`src/rtl/uart_alu_pkg.sv`:
```
// Shared opcodes, header size and parser state encoding for the UART ALU packet parser.
package uart_alu_pkg;

  localparam logic [7:0] OP_ECHO = 8'hEC;
  localparam logic [7:0] OP_ADD  = 8'hAD;
  localparam logic [7:0] OP_MUL  = 8'h88;

  localparam int HDR_BYTES = 4;

  typedef enum logic [2:0] {
    S_OPCODE,
    S_RSVD,
    S_LEN_LO,
    S_LEN_HI,
    S_ECHO,
    S_OPERAND,
    S_RESULT,
    S_DRAIN
  } state_e;

endpackage

```
`src/rtl/uart_alu_packet_parser_if.sv`:
```
// Byte streams between uart_rx, the packet parser and uart_tx.
// A byte moves on a rising clock edge where valid && ready; valid/data hold until ready is seen.
interface uart_alu_packet_parser_if;
  logic [7:0] s_data_i;
  logic       s_valid_i;
  logic       s_ready_o;
  logic [7:0] m_data_o;
  logic       m_valid_o;
  logic       m_ready_i;

  modport slave (
    input  s_data_i, s_valid_i, m_ready_i,
    output s_ready_o, m_data_o, m_valid_o
  );

  modport master (
    output s_data_i, s_valid_i, m_ready_i,
    input  s_ready_o, m_data_o, m_valid_o
  );
endinterface

```
`src/rtl/uart_alu_word_serializer.sv`:
```
// Sends a loaded OPERAND_W word LS byte first over a valid/ready byte stream;
// done_o pulses in the cycle the last byte is accepted.
module uart_alu_word_serializer #(
  parameter int OPERAND_W = 32
) (
  input  logic                 clk_i,
  input  logic                 rst_ni,
  input  logic                 load_i,
  input  logic [OPERAND_W-1:0] word_i,
  output logic [7:0]           data_o,
  output logic                 valid_o,
  input  logic                 ready_i,
  output logic                 done_o
);
  localparam int NB    = OPERAND_W / 8;
  localparam int CNT_W = (NB > 1) ? $clog2(NB) : 1;

  logic [OPERAND_W-1:0] shift_q, shift_d;
  logic [CNT_W-1:0]     cnt_q, cnt_d;
  logic                 valid_q, valid_d;

  always_comb begin
    shift_d = shift_q;
    cnt_d   = cnt_q;
    valid_d = valid_q;
    done_o  = 1'b0;
    if (load_i) begin
      shift_d = word_i;
      cnt_d   = '0;
      valid_d = 1'b1;
    end else if (valid_q && ready_i) begin
      if (cnt_q == CNT_W'(NB - 1)) begin
        valid_d = 1'b0;
        done_o  = 1'b1;
      end else begin
        shift_d = shift_q >> 8;
        cnt_d   = cnt_q + CNT_W'(1);
      end
    end
  end

  always_ff @(posedge clk_i or negedge rst_ni) begin
    if (!rst_ni) begin
      shift_q <= '0;
      cnt_q   <= '0;
      valid_q <= 1'b0;
    end else begin
      shift_q <= shift_d;
      cnt_q   <= cnt_d;
      valid_q <= valid_d;
    end
  end

  assign data_o  = shift_q[7:0];
  assign valid_o = valid_q;
endmodule

```
`src/rtl/uart_alu_packet_parser.sv`:
```
// Length-prefixed packet processor: echoes payload or reduces operand words with ADD/MUL.
// Optional feature macro: UART_ALU_MUL_EN enables opcode 0x88 (MUL); otherwise 0x88 is unknown.
module uart_alu_packet_parser
  import uart_alu_pkg::*;
#(
  parameter int LEN_W     = 16,
  parameter int OPERAND_W = 32
) (
  input  logic                          clk_i,
  input  logic                          rst_ni,
  uart_alu_packet_parser_if.slave       bus,
  output logic                          busy_o,
  output logic                          err_o,
  output state_e                        dbg_state_o
);
  localparam int NB   = OPERAND_W / 8;
  localparam int BC_W = (NB > 1) ? $clog2(NB) : 1;

  state_e               state_q, state_d;
  logic [7:0]           opcode_q, opcode_d;
  logic [7:0]           len_lo_q, len_lo_d;
  logic [LEN_W-1:0]     rem_q, rem_d;
  logic [OPERAND_W-1:0] acc_q, acc_d;
  logic [OPERAND_W-1:0] word_q, word_d;
  logic [BC_W-1:0]      bcnt_q, bcnt_d;
  logic                 first_q, first_d;
  logic                 err_q, err_d;
  logic [7:0]           echo_data_q, echo_data_d;
  logic                 echo_valid_q, echo_valid_d;

  logic                 s_ready, s_fire, op_known;
  logic [LEN_W-1:0]     len_full, rem_new;
  logic [OPERAND_W-1:0] word_full;
  logic                 ser_load, ser_valid, ser_done;
  logic [7:0]           ser_data;

  always_comb begin
    s_ready = 1'b0;
    case (state_q)
      S_OPCODE, S_RSVD, S_LEN_LO, S_LEN_HI, S_OPERAND, S_DRAIN: s_ready = 1'b1;
      S_ECHO:  s_ready = !echo_valid_q || bus.m_ready_i;
      default: s_ready = 1'b0;
    endcase
  end

  assign s_fire    = bus.s_valid_i && s_ready;
  assign len_full  = LEN_W'({bus.s_data_i, len_lo_q});
  assign rem_new   = len_full - LEN_W'(HDR_BYTES);
  assign word_full = {bus.s_data_i, word_q[OPERAND_W-1:8]};

`ifdef UART_ALU_MUL_EN
  assign op_known = (opcode_q == OP_ECHO) || (opcode_q == OP_ADD) || (opcode_q == OP_MUL);
`else
  assign op_known = (opcode_q == OP_ECHO) || (opcode_q == OP_ADD);
`endif

  always_comb begin
    state_d      = state_q;
    opcode_d     = opcode_q;
    len_lo_d     = len_lo_q;
    rem_d        = rem_q;
    acc_d        = acc_q;
    word_d       = word_q;
    bcnt_d       = bcnt_q;
    first_d      = first_q;
    err_d        = 1'b0;
    echo_data_d  = echo_data_q;
    echo_valid_d = echo_valid_q;
    ser_load     = 1'b0;

    // An echoed byte may still be waiting on uart_tx after the packet has ended.
    if (echo_valid_q && bus.m_ready_i) echo_valid_d = 1'b0;

    case (state_q)
      S_OPCODE: if (s_fire) begin
        opcode_d = bus.s_data_i;
        state_d  = S_RSVD;
      end
      S_RSVD: if (s_fire) state_d = S_LEN_LO;
      S_LEN_LO: if (s_fire) begin
        len_lo_d = bus.s_data_i;
        state_d  = S_LEN_HI;
      end
      S_LEN_HI: if (s_fire) begin
        rem_d   = rem_new;
        bcnt_d  = '0;
        first_d = 1'b1;
        if (len_full <= LEN_W'(HDR_BYTES)) begin
          rem_d   = '0;
          state_d = S_OPCODE;
        end else if (!op_known) begin
          err_d   = 1'b1;
          state_d = S_DRAIN;
        end else if (opcode_q == OP_ECHO) begin
          state_d = S_ECHO;
        end else if (rem_new < LEN_W'(HDR_BYTES)) begin
          err_d   = 1'b1;
          state_d = S_DRAIN;
        end else begin
          state_d = S_OPERAND;
        end
      end
      S_ECHO: if (s_fire) begin
        echo_data_d  = bus.s_data_i;
        echo_valid_d = 1'b1;
        rem_d        = rem_q - LEN_W'(1);
        if (rem_q == LEN_W'(1)) state_d = S_OPCODE;
      end
      S_OPERAND: if (s_fire) begin
        rem_d  = rem_q - LEN_W'(1);
        word_d = word_full;
        bcnt_d = bcnt_q + BC_W'(1);
        if (bcnt_q == BC_W'(NB - 1)) begin
          bcnt_d  = '0;
          first_d = 1'b0;
          if (first_q) acc_d = word_full;
`ifdef UART_ALU_MUL_EN
          else if (opcode_q == OP_MUL) acc_d = acc_q * word_full;
`endif
          else acc_d = acc_q + word_full;
        end
        if (rem_q == LEN_W'(1)) state_d = S_RESULT;
      end
      S_RESULT: begin
        // Start the serializer only once any leftover echo byte has left.
        ser_load = !ser_valid && !echo_valid_q;
        if (ser_done) state_d = S_OPCODE;
      end
      S_DRAIN: if (s_fire) begin
        rem_d = rem_q - LEN_W'(1);
        if (rem_q == LEN_W'(1)) state_d = S_OPCODE;
      end
      default: state_d = S_OPCODE;
    endcase
  end

  always_ff @(posedge clk_i or negedge rst_ni) begin
    if (!rst_ni) begin
      state_q      <= S_OPCODE;
      opcode_q     <= '0;
      len_lo_q     <= '0;
      rem_q        <= '0;
      acc_q        <= '0;
      word_q       <= '0;
      bcnt_q       <= '0;
      first_q      <= 1'b0;
      err_q        <= 1'b0;
      echo_data_q  <= '0;
      echo_valid_q <= 1'b0;
    end else begin
      state_q      <= state_d;
      opcode_q     <= opcode_d;
      len_lo_q     <= len_lo_d;
      rem_q        <= rem_d;
      acc_q        <= acc_d;
      word_q       <= word_d;
      bcnt_q       <= bcnt_d;
      first_q      <= first_d;
      err_q        <= err_d;
      echo_data_q  <= echo_data_d;
      echo_valid_q <= echo_valid_d;
    end
  end

  uart_alu_word_serializer #(.OPERAND_W(OPERAND_W)) u_ser (
    .clk_i   (clk_i),
    .rst_ni  (rst_ni),
    .load_i  (ser_load),
    .word_i  (acc_q),
    .data_o  (ser_data),
    .valid_o (ser_valid),
    .ready_i (bus.m_ready_i),
    .done_o  (ser_done)
  );

  assign bus.s_ready_o = s_ready;
  assign bus.m_valid_o = echo_valid_q || ser_valid;
  assign bus.m_data_o  = echo_valid_q ? echo_data_q : ser_data;
  assign busy_o        = (state_q != S_OPCODE);
  assign err_o         = err_q;
  assign dbg_state_o   = state_q;
endmodule

```
`src/flat_wrapper.sv`:
```
// flat-port wrapper written by rule: the top's interface ports become plain ports
module uart_alu_packet_parser_flat import uart_alu_pkg::*;
#(
  parameter int LEN_W     = 16,
  parameter int OPERAND_W = 32
)
  (clk_i, rst_ni, busy_o, err_o, dbg_state_o, bus_s_data_i, bus_s_valid_i, bus_m_ready_i, bus_s_ready_o, bus_m_data_o, bus_m_valid_o);
  uart_alu_packet_parser_if bus_i ();
  input  logic clk_i;
  input  logic rst_ni;
  output logic busy_o;
  output logic err_o;
  output state_e dbg_state_o;
  input wire logic [$bits(bus_i.s_data_i)-1:0] bus_s_data_i;
  input wire logic [$bits(bus_i.s_valid_i)-1:0] bus_s_valid_i;
  input wire logic [$bits(bus_i.m_ready_i)-1:0] bus_m_ready_i;
  output wire logic [$bits(bus_i.s_ready_o)-1:0] bus_s_ready_o;
  output wire logic [$bits(bus_i.m_data_o)-1:0] bus_m_data_o;
  output wire logic [$bits(bus_i.m_valid_o)-1:0] bus_m_valid_o;
  assign bus_i.s_data_i = bus_s_data_i;
  assign bus_i.s_valid_i = bus_s_valid_i;
  assign bus_i.m_ready_i = bus_m_ready_i;
  assign bus_s_ready_o = bus_i.s_ready_o;
  assign bus_m_data_o = bus_i.m_data_o;
  assign bus_m_valid_o = bus_i.m_valid_o;
  uart_alu_packet_parser #(.LEN_W(LEN_W), .OPERAND_W(OPERAND_W)) u_core (.clk_i(clk_i), .rst_ni(rst_ni), .bus(bus_i), .busy_o(busy_o), .err_o(err_o), .dbg_state_o(dbg_state_o));
endmodule
```
`config.mk`:
```
export PLATFORM = sky130hd
export DESIGN_NAME = uart_alu_packet_parser_flat
export DESIGN_NICKNAME = d
export VERILOG_FILES = /design/src/rtl/uart_alu_pkg.sv /design/src/rtl/uart_alu_packet_parser_if.sv /design/src/rtl/uart_alu_word_serializer.sv /design/src/rtl/uart_alu_packet_parser.sv /design/src/flat_wrapper.sv
export SDC_FILE = /design/constraint.sdc
export NUM_CORES = 1
export LEC_CHECK = 0
export BUFFER_PORTS_ARGS = -buffer_cell sky130_fd_sc_hd__buf_2
export CORE_MARGIN = 2
export CORE_UTILIZATION = 35
export DETAILED_ROUTE_END_ITERATION = 10
export GPL_TIMING_DRIVEN = 0
export PLACE_DENSITY = 0.62
export SKIP_LAST_GASP = 1
export SLEW_MARGIN = 40
export SYNTH_ARGS = -nofsm -noshare
export SYNTH_HDL_FRONTEND = slang
export SYNTH_HIERARCHICAL = 1
export SYNTH_SLANG_ARGS = --single-unit
```
`constraint.sdc`:
```
create_clock -name clk_i -period 3.4 [get_ports clk_i]
set_input_delay 0.68 -clock clk_i [delete_from_list [all_inputs] [get_ports clk_i]]
set_output_delay 0.68 -clock clk_i [all_outputs]
set_load 0.05 [all_outputs]
```
==> results.md, run 1 <==
- Core area: 0.02496 mm^2
- Starting density of the core: 35.36%
- CTS Buffer Depth: 2
- CTS sink cnt: 139
- Pin count of the biggest net entering global routing: 73
- Sw frac: 39.44%
- Worst slew pin tran: 0.7715 ns
- Int Pwr: 0.004810 W
- CP Capture Type: register
- Post-synthesis register bit count: 139
- Design area: 0.01009 mm^2
- Sequential Area: 0.003478 mm^2
- Area post-placement: 0.009412 mm^2
- Resized Gates After CTS: 0
- I/O Pins: 27
- Slew HR: 48.57%
- Hpwl dp: 18.31 mm
- H-tree Lvls: 4
- Critical path class: register to register
- Crit-path max FO: 5
- Site row count: 58
- Cells after synthesis: 981
- Die area: 0.02651 mm^2
- Fraction of registers with async set/reset: 100.0%
- Final Cycle Share: 89.56%
- Die span in x: 162.8 um
- Die Span Y: 162.8 um
- Drt pass-1 iters: 5
- PortBufs: 25
- Fillers: 2473
- Hold_ws: 0.2087 ns
- Number of synthesized flops with an enable pin: 0
- Yosys warns: 6
- Antenna-violating nets left: 0
- Worst skew pair latency: 0.42 ns
- Placer Congestion: 0.8915
- Final slew viol count: 0
- Worst stage delay on the critical path: 0.38 ns
- Initial antenna violation count: 1
- Status: finished, final reports clean
- Number of global-route vias before repair: 7239
- Post-Syn Area per Cell: 8.998 um^2
- Synth cell types: 79
- Reg2reg path depth: 11
- Syn nets: 1032
- Post-DR vias/cell: 5.587
- Worst path slowest cell: dfrtp_1
- First-iteration detailed-routing DRC count: 815
- Clk_skew: 0.008882 ns
- Maximum vdd drop: 0.4513 mV
- First-pass GRT wire length: 40.45 mm
- Post-synthesis adder-cell area fraction: 5.613%
- Synth Area in Compound Gates: 21.01%
- Global route overflow: 0
- Crit-path cells: ha_1 -> inv_1 -> fa_1 -> and2b_1 -> o211ai_1 -> a211o_1 -> a311oi_2 -> o21ai_1 -> o41ai_2 -> xnor2_1 -> o22ai_1
- Max_cap viols: 0
- Post-CTS setup buffer count: 0
- CTS Hold Buffers Added: 0
- Mux cell area share after synthesis: 7.498%
- Sequential share of power: 33.2%
- Critical path data required time: 3.68 ns
- Nets@finish: 1077
- Peak Freq: 328.4 MHz
- Routed wire length: 25.02 mm
- GRT Overall Usage: 19.35%
- Final hold violations: 0
- Final worst path period need: 3.045 ns
- Arr. time, crit path: 3.33 ns
- Comb pwr share: 39.7%
- Startpoint types: register
- Via count: 7643
- Drt drc: 0
- Worst min-delay path category: input pin to async pin
- Setup_tns: 0 ns
- Clock Power Share: 27.0%
- Post-synthesis simple-gate area fraction: 17.85%
- Seq/Total Area, Yosys: 39.40%
- Area Overhead vs Synth: 14.34%
- Area of the multi-input gates: 0.004920 mm^2
- Total CTS buffers: 17
- Largest family of logic cells by synthesized area: compound AO/OA/AOI/OAI gates
- Power per cell area: 787.0 mW/mm^2
- Clock slew at reported path FFs: 0.06 ns
- Static Leak: 4.462 nW
- Setup violators final: 0
- Mapped Area: 0.008827 mm^2
- Root Driver: clkbuf_16
- Fraction of layout cells with a size suffix above 1: 14.93%
- NetSw: 0.003133 W
- WL per Instance: 18.29 um
- RSZ-0062 raised after global routing: false
- Ant. Diodes: 0
- Synth Area in XOR/XNOR: 3.671%
- Predominant post-synthesis flop cell: dfrtp_1
- CTS tree: built
==> layout make-up <==
class                           count  area share [%]
Timing Repair Buffer               26           1.612
Buffer                             73           3.706
Clock inverter                     10           2.095
Sequential cell                   139           34.46
Tap cell                          330           4.091
Clock buffer                       21           4.661
Inverter                           17          0.6322
Multi-Input combinational cell    752           48.74
==> metal layers <==
metal	global-route usage (%)	up-vias	share of wire (%)
met4	5.591	0	1.7
met5	0	-	0
met3	2.674	37	3.8
met2	31.14	212	46
li1	-	3641	-
met1	27.15	3753	48
==> flip-flops by register name, summed over array words and instances, names as in the netlist <==
signal / cells
u_core/acc_q: 32
u_core/u_ser/shift_q: 32
u_core/word_q: 24
u_core/rem_q: 16
u_core/echo_data_q: 8
u_core/len_lo_q: 8
u_core/opcode_q: 8
u_core/dbg_state_o: 3
u_core/bcnt_q: 2
u_core/u_ser/cnt_q: 2
u_core/echo_valid_q: 1
u_core/err_o: 1
u_core/first_q: 1
u_core/u_ser/valid_o: 1
==> worst max-delay path, delay by kind of cell (launching register included) <==
kind,cells,cell delay (ns)
AND/OR/NAND/NOR,1,0.25
adder cells (fa/ha/maj),2,0.55
XOR/XNOR,1,0.17
AO/OA/AOI/OAI,6,1.51
buffers and inverters,1,0.06
flip-flops,1,0.38
==> synthesized netlist by cell type (17+ instances only) <==
| cell | n | area (um^2) |
|---|---|---|
| nor2_1 | 60 | 225.2 |
| ha_1 | 38 | 475.5 |
| inv_1 | 17 | 63.81 |
| nand2_1 | 106 | 397.9 |
| dfrtp_1 | 139 | 3478 |
| mux2_2 | 53 | 596.8 |
| o21ai_0 | 81 | 405.4 |
| xnor2_1 | 24 | 210.2 |
| nand3_1 | 19 | 95.09 |
| nor3_1 | 19 | 95.09 |
| a21oi_1 | 112 | 560.5 |
| nor2b_1 | 31 | 193.9 |
| clkbuf_1 | 47 | 176.4 |
==> worst paths after layout <==
kind,from,end,slack [ns]
min,rst_ni,u_core/u_ser/shift_q[0],0.21
max in group asynchronous,rst_ni,u_core/acc_q[14],2.46
min reg2reg,u_core/echo_data_q[5],u_core/echo_data_q[5],0.50
max,u_core/word_q[8],u_core/acc_q[30],0.35
max reg2reg,u_core/word_q[8],u_core/acc_q[30],0.35
min in group clk_i,u_core/echo_data_q[5],u_core/echo_data_q[5],0.50
==> power groups by stage <==
stage,Sequential [W],Clock (W),Combinational [W]
5_1_grt,0.00271,0.00226,0.00344
3_5_place_dp,0.00265,0,0.00311
3_3_place_gp,0.00263,0,0.00307
2_1_floorplan,0.00257,0,0.00233
4_1_cts,0.00263,0.00218,0.00313
6_report,0.00264,0.00215,0.00316
==> cells by family (layout without fill, tap and decap cells) <==
group | Yosys count | after routing
simple gates | 314 | 314
compound gates | 303 | 303
flops | 139 | 139
buf+inv | 90 | 147
mux | 59 | 59
fa+ha+maj | 39 | 39
xor+xnor | 37 | 37
==> per-stage QoR <==
stage / instances / util, % / total power, W / setup WS [ns]
6_report: 1368 / 40.43 / 0.007943 / 0.3548
5_1_grt: 1368 / 40.43 / 0.008408 / 0.1652
4_1_cts: 1368 / 40.43 / 0.007935 / 0.1847
3_5_place_dp: 1337 / 37.70 / 0.005754 / 0.1673
3_3_place_gp: 1336 / 37.52 / 0.005702 / -0.4503
2_1_floorplan: 981 / - / 0.004896 / 0.2962
==> layout by cell type (no fill, tap or decap), drive strengths merged, types with 18 or more instances in the layout <==
master,netlist,layout
nor3,20,20
dfrtp,139,139
o21ai,87,87
nand3,19,19
xnor2,24,24
nand2,106,106
clkbuf,48,69
mux2,54,54
nor2b,31,31
nor2,60,60
buf,25,51
a21oi,117,117
ha,38,38
inv,17,18
(Power assumes the default switching activity.)
==> run 2: changes to the inputs <==
--- a/config.mk
+++ b/config.mk
@@ -10,7 +10,7 @@
 export CORE_UTILIZATION = 35
 export DETAILED_ROUTE_END_ITERATION = 10
 export GPL_TIMING_DRIVEN = 0
-export PLACE_DENSITY = 0.62
+export PLACE_DENSITY = 0.64
 export SKIP_LAST_GASP = 1
 export SLEW_MARGIN = 40
 export SYNTH_ARGS = -nofsm -noshare
==> constraint.sdc (replaced) <==
create_clock -name clk_i -period 2.55 [get_ports clk_i]
set_input_delay 0.51 -clock clk_i [delete_from_list [all_inputs] [get_ports clk_i]]
set_output_delay 0.51 -clock clk_i [all_outputs]
set_load 0.05 [all_outputs]
==> run 2 against run 1 <==
The flow now finishes with violations (setup timing). Clock-buffer cell count is 3 lower. Clock power grew 8%. Register-to-register slack got worse by 0.66 ns. Setup slack worse by 0.66 ns. Utilization grew 0.74 points. Critical path type unchanged.
==> results.md, run 2 (synthesis results as in run 1) <==
- Via count: 7665
- Drt pass-1 iters: 5
- I/O Pins: 27
- First-iteration detailed-routing DRC count: 1002
- PortBufs: 25
- First-pass GRT wire length: 39.99 mm
- Arr. time, crit path: 3.14 ns
- Power per cell area: 989.4 mW/mm^2
- Final worst path period need: 2.854 ns
- Initial antenna violation count: 0
- Violated checks: setup timing
- Fraction of layout cells with a size suffix above 1: 19.64%
- Hpwl dp: 18.17 mm
- Worst stage delay on the critical path: 0.38 ns
- CTS Buffer Depth: 2
- Startpoint types: register
- Slew HR: 48.57%
- Area Overhead vs Synth: 16.43%
- CTS tree: built
- Clock slew at reported path FFs: 0.06 ns
- Final slew viol count: 0
- Die Span Y: 162.8 um
- Pin count of the biggest net entering global routing: 53
- CP Capture Type: register
- Maximum vdd drop: 0.7957 mV
- Starting density of the core: 35.36%
- Die span in x: 162.8 um
- Post-place setup slack: -0.6105 ns
- Total CTS buffers: 17
- CTS sink cnt: 139
- Reg2reg setup slack: -0.30 ns
- RSZ-0062 raised after global routing: true
- Final Cycle Share: 111.9%
- Commonest non-fill, non-tap cells in the layout: dfrtp_1 (135), a21oi_1 (111), nand2_1 (104), o21ai_0 (71), nor2_1 (60)
- Root Driver: clkbuf_16
- WL per Instance: 18.09 um
- Worst R2R Start: u_core/word_q[8]
- GRT Overall Usage: 19.26%
- Crit-path max FO: 5
- Core area: 0.02496 mm^2
- Nets@finish: 1087
- Ant. Diodes: 0
- Worst Hold Launch: bus_m_ready_i
- Status: complete, but fails checks
- Crit-path cells: ha_2 -> inv_2 -> fa_2 -> and2b_1 -> o211ai_1 -> a211o_1 -> a311oi_2 -> o21ai_2 -> o41ai_2 -> xnor2_1 -> o22ai_1
- Global route overflow: 0
- Final worst slack: -0.3036 ns
- Peak Freq: 350.4 MHz
- Routed wire length: 24.94 mm
- Reg2reg path depth: 11
- Critical path data required time: 2.84 ns
- Setup violators final: 11
- Critical path class: register to register
- Leading cell type in the layout, fill and taps excluded: dfrtp_1
- Worst skew pair latency: 0.43 ns
- Drt drc: 0
- H-tree Lvls: 4
- Die area: 0.02651 mm^2
- Site row count: 58
- Static Leak: 4.524 nW
- Top flop regs: u_core/acc_q (32), u_core/u_ser/shift_q (32), u_core/word_q (24)
- Setup_tns: -1.707 ns
- Worst Hold Path EP: u_core/echo_valid_q
- Worst min-delay path category: input pin to register
- Worst slew pin tran: 0.7714 ns
- Post-DR vias/cell: 5.558
- Clk_skew: 0.01323 ns
- Max_cap viols: 0
- R2r endpoint: u_core/acc_q[30]
- WHS Path Cells: 3
- Final hold violations: 0
- Worst path slowest cell: a211o_1
- Antenna-violating nets left: 0
- Placer Congestion: 0.9061
- Number of global-route vias before repair: 7245
-- run 2: layout make-up --
| class | count | area [um^2] |
|---|---|---|
| clock buffer | 18 | 439.2 |
| clock inverter | 14 | 115.1 |
| buffer | 67 | 349.1 |
| inverter | 17 | 63.81 |
| tap | 330 | 412.9 |
| timing repair buffer | 42 | 305.3 |
| multi-input combinational | 752 | 5109 |
| sequential | 139 | 3483 |
| fill | 2462 | 14690 |
-- run 2: how the worst max path moves through the flow --
stage	end	start	slack, ns	cells after the start
after detailed placement	u_core/acc_q[24]	u_core/acc_q[0]	-0.61	11
after CTS	u_core/acc_q[30]	u_core/word_q[8]	-0.28	11
final	u_core/acc_q[30]	u_core/word_q[8]	-0.30	11
after global routing	u_core/acc_q[30]	u_core/word_q[8]	-0.43	11
after floorplan	u_core/acc_q[24]	u_core/acc_q[0]	0.005	11
after global placement	u_core/dbg_state_o[1]	rst_ni	-1.40	1
-- run 2: repair_timing --
item                                   CTS  global route
pin swaps                               15             6
hold buffers                             1             0
buffers inserted                        13             1
cloned                                   0             0
setup endpoints to repair               18            48
gates resized for setup                 33            21
endpoints found under the hold margin   12             0
-- run 2: stage by stage --
stage | cell area, um^2 | util [%] | hold slack (ns) | cells | total power [W]
2_1_floorplan | 8832 | - | 0.2144 | 981 | 0.006536
3_3_place_gp | 9370 | 37.54 | 0.4832 | 1336 | 0.007595
3_5_place_dp | 9444 | 37.83 | 0.4479 | 1338 | 0.007692
4_1_cts | 10210 | 40.88 | 0.4199 | 1379 | 0.01008
5_1_grt | 10280 | 41.17 | 0.4688 | 1379 | 0.01079
6_report | 10280 | 41.17 | 0.4319 | 1379 | 0.01017
-- run 2: routing by layer --
metal  vias up  track usage, %  wire [um]
met5         -               0          0
met4         0           5.189        310
met3        24           2.674       1254
met2       226           31.41      11800
met1      3772           26.82      11580
li1       3643               -          -
-- run 2: worst max-delay path: cells and delay by family, from the launching register on --
kind | cells | cell delay [ns]
DFF | 1 | 0.37
buffers and inverters | 1 | 0.04
xor gates and xnor gates | 1 | 0.17
and+or+nand+nor | 1 | 0.23
AOI/OAI and AO/OA | 6 | 1.40
adders and majority gates | 2 | 0.53
-- run 2: power by group --
part / total [W] / switching (W) / internal, W
Combinational: 0.00433 / 0.00264 / 0.00170
Sequential: 0.00350 / 0.000619 / 0.00289
Clock: 0.00233 / 0.00104 / 0.00129
==> run 3: changes to the inputs <==
--- a/config.mk
+++ b/config.mk
@@ -7,10 +7,10 @@
 export LEC_CHECK = 0
 export BUFFER_PORTS_ARGS = -buffer_cell sky130_fd_sc_hd__buf_2
 export CORE_MARGIN = 2
-export CORE_UTILIZATION = 35
+export CORE_UTILIZATION = 27
 export DETAILED_ROUTE_END_ITERATION = 10
 export GPL_TIMING_DRIVEN = 0
-export PLACE_DENSITY = 0.64
+export PLACE_DENSITY = 0.54
 export SKIP_LAST_GASP = 1
 export SLEW_MARGIN = 40
 export SYNTH_ARGS = -nofsm -noshare
==> run 3 against run 2 <==
The flow still finishes with violations (setup timing). Clock-buffer cell count is 1 higher. Non-clock buffer count rose by 4. Highest routed layer unchanged. Register-to-register slack lost 0.04 ns. Worst hold slack worse by 0.016 ns. Setup slack got worse by 0.039 ns. Critical endpoint unchanged. Maximum frequency shrank 1.3%.
==> results.md, run 3 (synthesis results as in run 1) <==
- Status: complete, but fails checks
- Violated checks: setup timing
- Clock Power Share: 22.9%
- Antenna-violating nets left: 0
- CTS tree: built
- Top flop regs: u_core/acc_q (32), u_core/u_ser/shift_q (32), u_core/word_q (24)
- Setup violators final: 11
- Total CTS buffers: 17
- Worst skew pair latency: 0.44 ns
- R2r endpoint: u_core/acc_q[30]
- Maximum vdd drop: 0.5411 mV
- CTS sink cnt: 139
- Critical path data required time: 2.84 ns
- Area post-placement: 0.009584 mm^2
- Global route overflow: 0
- Worst stage delay on the critical path: 0.39 ns
- First-pass GRT wire length: 41.97 mm
- GRT Overall Usage: 15.87%
- Non-Filler Instances: 1495
- Worst R2R Start: u_core/acc_q[0]
- Crit-path max FO: 4
- Comb pwr share: 42.5%
- Sw frac: 42.05%
- Die span in x: 184.8 um
- Clock slew at reported path FFs: 0.06 ns
- Reg2reg path depth: 11
- NetSw: 0.004316 W
- Routed wire length: 26.44 mm
- Die Span Y: 184.8 um
- Post-place setup slack: -0.6468 ns
- Initial antenna violation count: 0
- Root Driver: clkbuf_16
- Buffers plus inverters on the worst setup path: 1
- Worst Hold Path EP: u_core/echo_valid_q
- PortBufs: 25
- Placer Congestion: 0.8709
- Power per cell area: 965.1 mW/mm^2
- Met2 Wirelength: 11.87 mm
- Reg2reg setup slack: -0.34 ns
- WHS Path Cells: 3
- First-iteration detailed-routing DRC count: 635
- Peak Freq: 345.7 MHz
- Final Cycle Share: 113.4%
- I/O Pins: 27
- Sequential share of power: 34.6%
- Static Leak: 4.597 nW
- Leading cell type in the layout, fill and taps excluded: dfrtp_1
- Fraction of layout cells with a size suffix above 1: 22.60%
- Starting density of the core: 27.27%
- Final hold violations: 0
- Setup_tns: -2.053 ns
- Metal1 wirelength: 12.88 mm
- Arr. time, crit path: 3.18 ns
- Final worst path period need: 2.892 ns
- Slew HR: 48.38%
- Startpoint types: register
- Design area: 0.01064 mm^2
- Critical path class: register to register
- Via count: 7603
- Nets@finish: 1091
- Cell family with most CP delay: compound AO/OA/AOI/OAI gates
- Drt drc: 0
- Pin count of the biggest net entering global routing: 53
- Worst Hold Launch: bus_m_ready_i
- Worst path slowest cell: a211o_1
- Commonest non-fill, non-tap cells in the layout: dfrtp_1 (132), a21oi_1 (110), nand2_1 (103), o21ai_0 (74), nor2_1 (59)
- Post-DR vias/cell: 5.086
- Final slew viol count: 0
- Drt pass-1 iters: 5
- Number of global-route vias before repair: 7373
- Die area: 0.03416 mm^2
- Core area: 0.03237 mm^2
- Worst slew pin tran: 0.7743 ns
- RSZ-0062 raised after global routing: true
- Metal3 WL: 1.159 mm
- Area Overhead vs Synth: 20.50%
- Cell Count Post-Placement: 1450
- Crit-path cells: ha_2 -> inv_2 -> fa_2 -> and2b_1 -> o211ai_1 -> a211o_1 -> a311oi_2 -> o21ai_2 -> o41ai_2 -> xnor2_1 -> o22ai_1
- Top sig layer: met4
- WL per Instance: 17.69 um
- Clk_skew: 0.01175 ns
- CTS Buffer Depth: 2
- CP Capture Type: register
- H-tree Lvls: 4
- Worst min-delay path category: input pin to register
- Site row count: 66
- Hpwl dp: 19.51 mm
- Max_cap viols: 0
- Ant. Diodes: 0
- Final worst slack: -0.3423 ns
- Int Pwr: 0.005949 W
-- run 3: changes by cell type in the layout (fill, tap and decap cells not counted), moves of 6 or more --
cell and change:
ha_1 -7, buf_4 +7, clkbuf_1 -6, ha_4 +6
-- run 3: cell type report --
type | instances | area, um^2
buffer | 64 | 352.8
clock buffer | 19 | 452.9
clock inverter | 13 | 106.4
fill | 3396 | 21730
inverter | 17 | 63.81
multi-input combinational | 752 | 5263
sequential | 139 | 3487
tap | 442 | 553.0
timing repair buffer | 49 | 357.8
-- run 3: layer usage --
layer / GRT usage, % / up-vias
li1: - / 3646
met1: 22.78 / 3720
met2: 24.31 / 195
met3: 2.281 / 42
met4: 5.492 / 0
met5: 0 / -
-- run 3: stage by stage --
step / utilization, % / hold WS (ns) / power (W)
finish: 32.86 / 0.4155 / 0.01027
global route: 32.86 / 0.4563 / 0.01094
CTS: 32.18 / 0.3975 / 0.01019
detailed placement: 29.61 / 0.4205 / 0.007723
global placement: 29.38 / 0.4854 / 0.007672
floorplan: - / 0.2144 / 0.006536
-- run 3: how the worst max path moves through the flow --
| stage | startpoint | endpoint | slack [ns] | depth (start not counted) |
|---|---|---|---|---|
| after floorplan | u_core/acc_q[0] | u_core/acc_q[24] | 0.005 | 11 |
| after global placement | rst_ni | u_core/dbg_state_o[1] | -1.41 | 1 |
| after detailed placement | u_core/acc_q[0] | u_core/acc_q[24] | -0.65 | 11 |
| after CTS | u_core/acc_q[0] | u_core/acc_q[30] | -0.31 | 11 |
| after global routing | u_core/acc_q[0] | u_core/acc_q[22] | -0.42 | 12 |
| final | u_core/acc_q[0] | u_core/acc_q[30] | -0.34 | 11 |
-- run 3: what timing repair did --
item,in CTS,in global routing
pin swaps,13,12
gates resized for setup,43,45
endpoints found under the setup margin,24,32
buffers inserted,15,6
hold endpoints to repair,43,0
hold buffers,1,0
-- run 3: worst register-to-register path, stage by stage (launching register included) --
cell and delay (ns):
dfrtp_1 0.37, ha_2 0.20, inv_2 0.04, fa_2 0.33
and2b_1 0.24, o211ai_1 0.15, a211o_1 0.39, a311oi_2 0.31
o21ai_2 0.15, o41ai_2 0.31, xnor2_1 0.17, o22ai_1 0.10
-- run 3: power by group through the flow --
stage	Clock, W	Sequential (W)	Combinational [W]
floorplan	0	0.00343	0.00311
CTS	0.00241	0.00353	0.00425
finish	0.00235	0.00355	0.00437
global route	0.00249	0.00364	0.00481
global placement	0	0.00354	0.00414
detailed placement	0	0.00355	0.00417
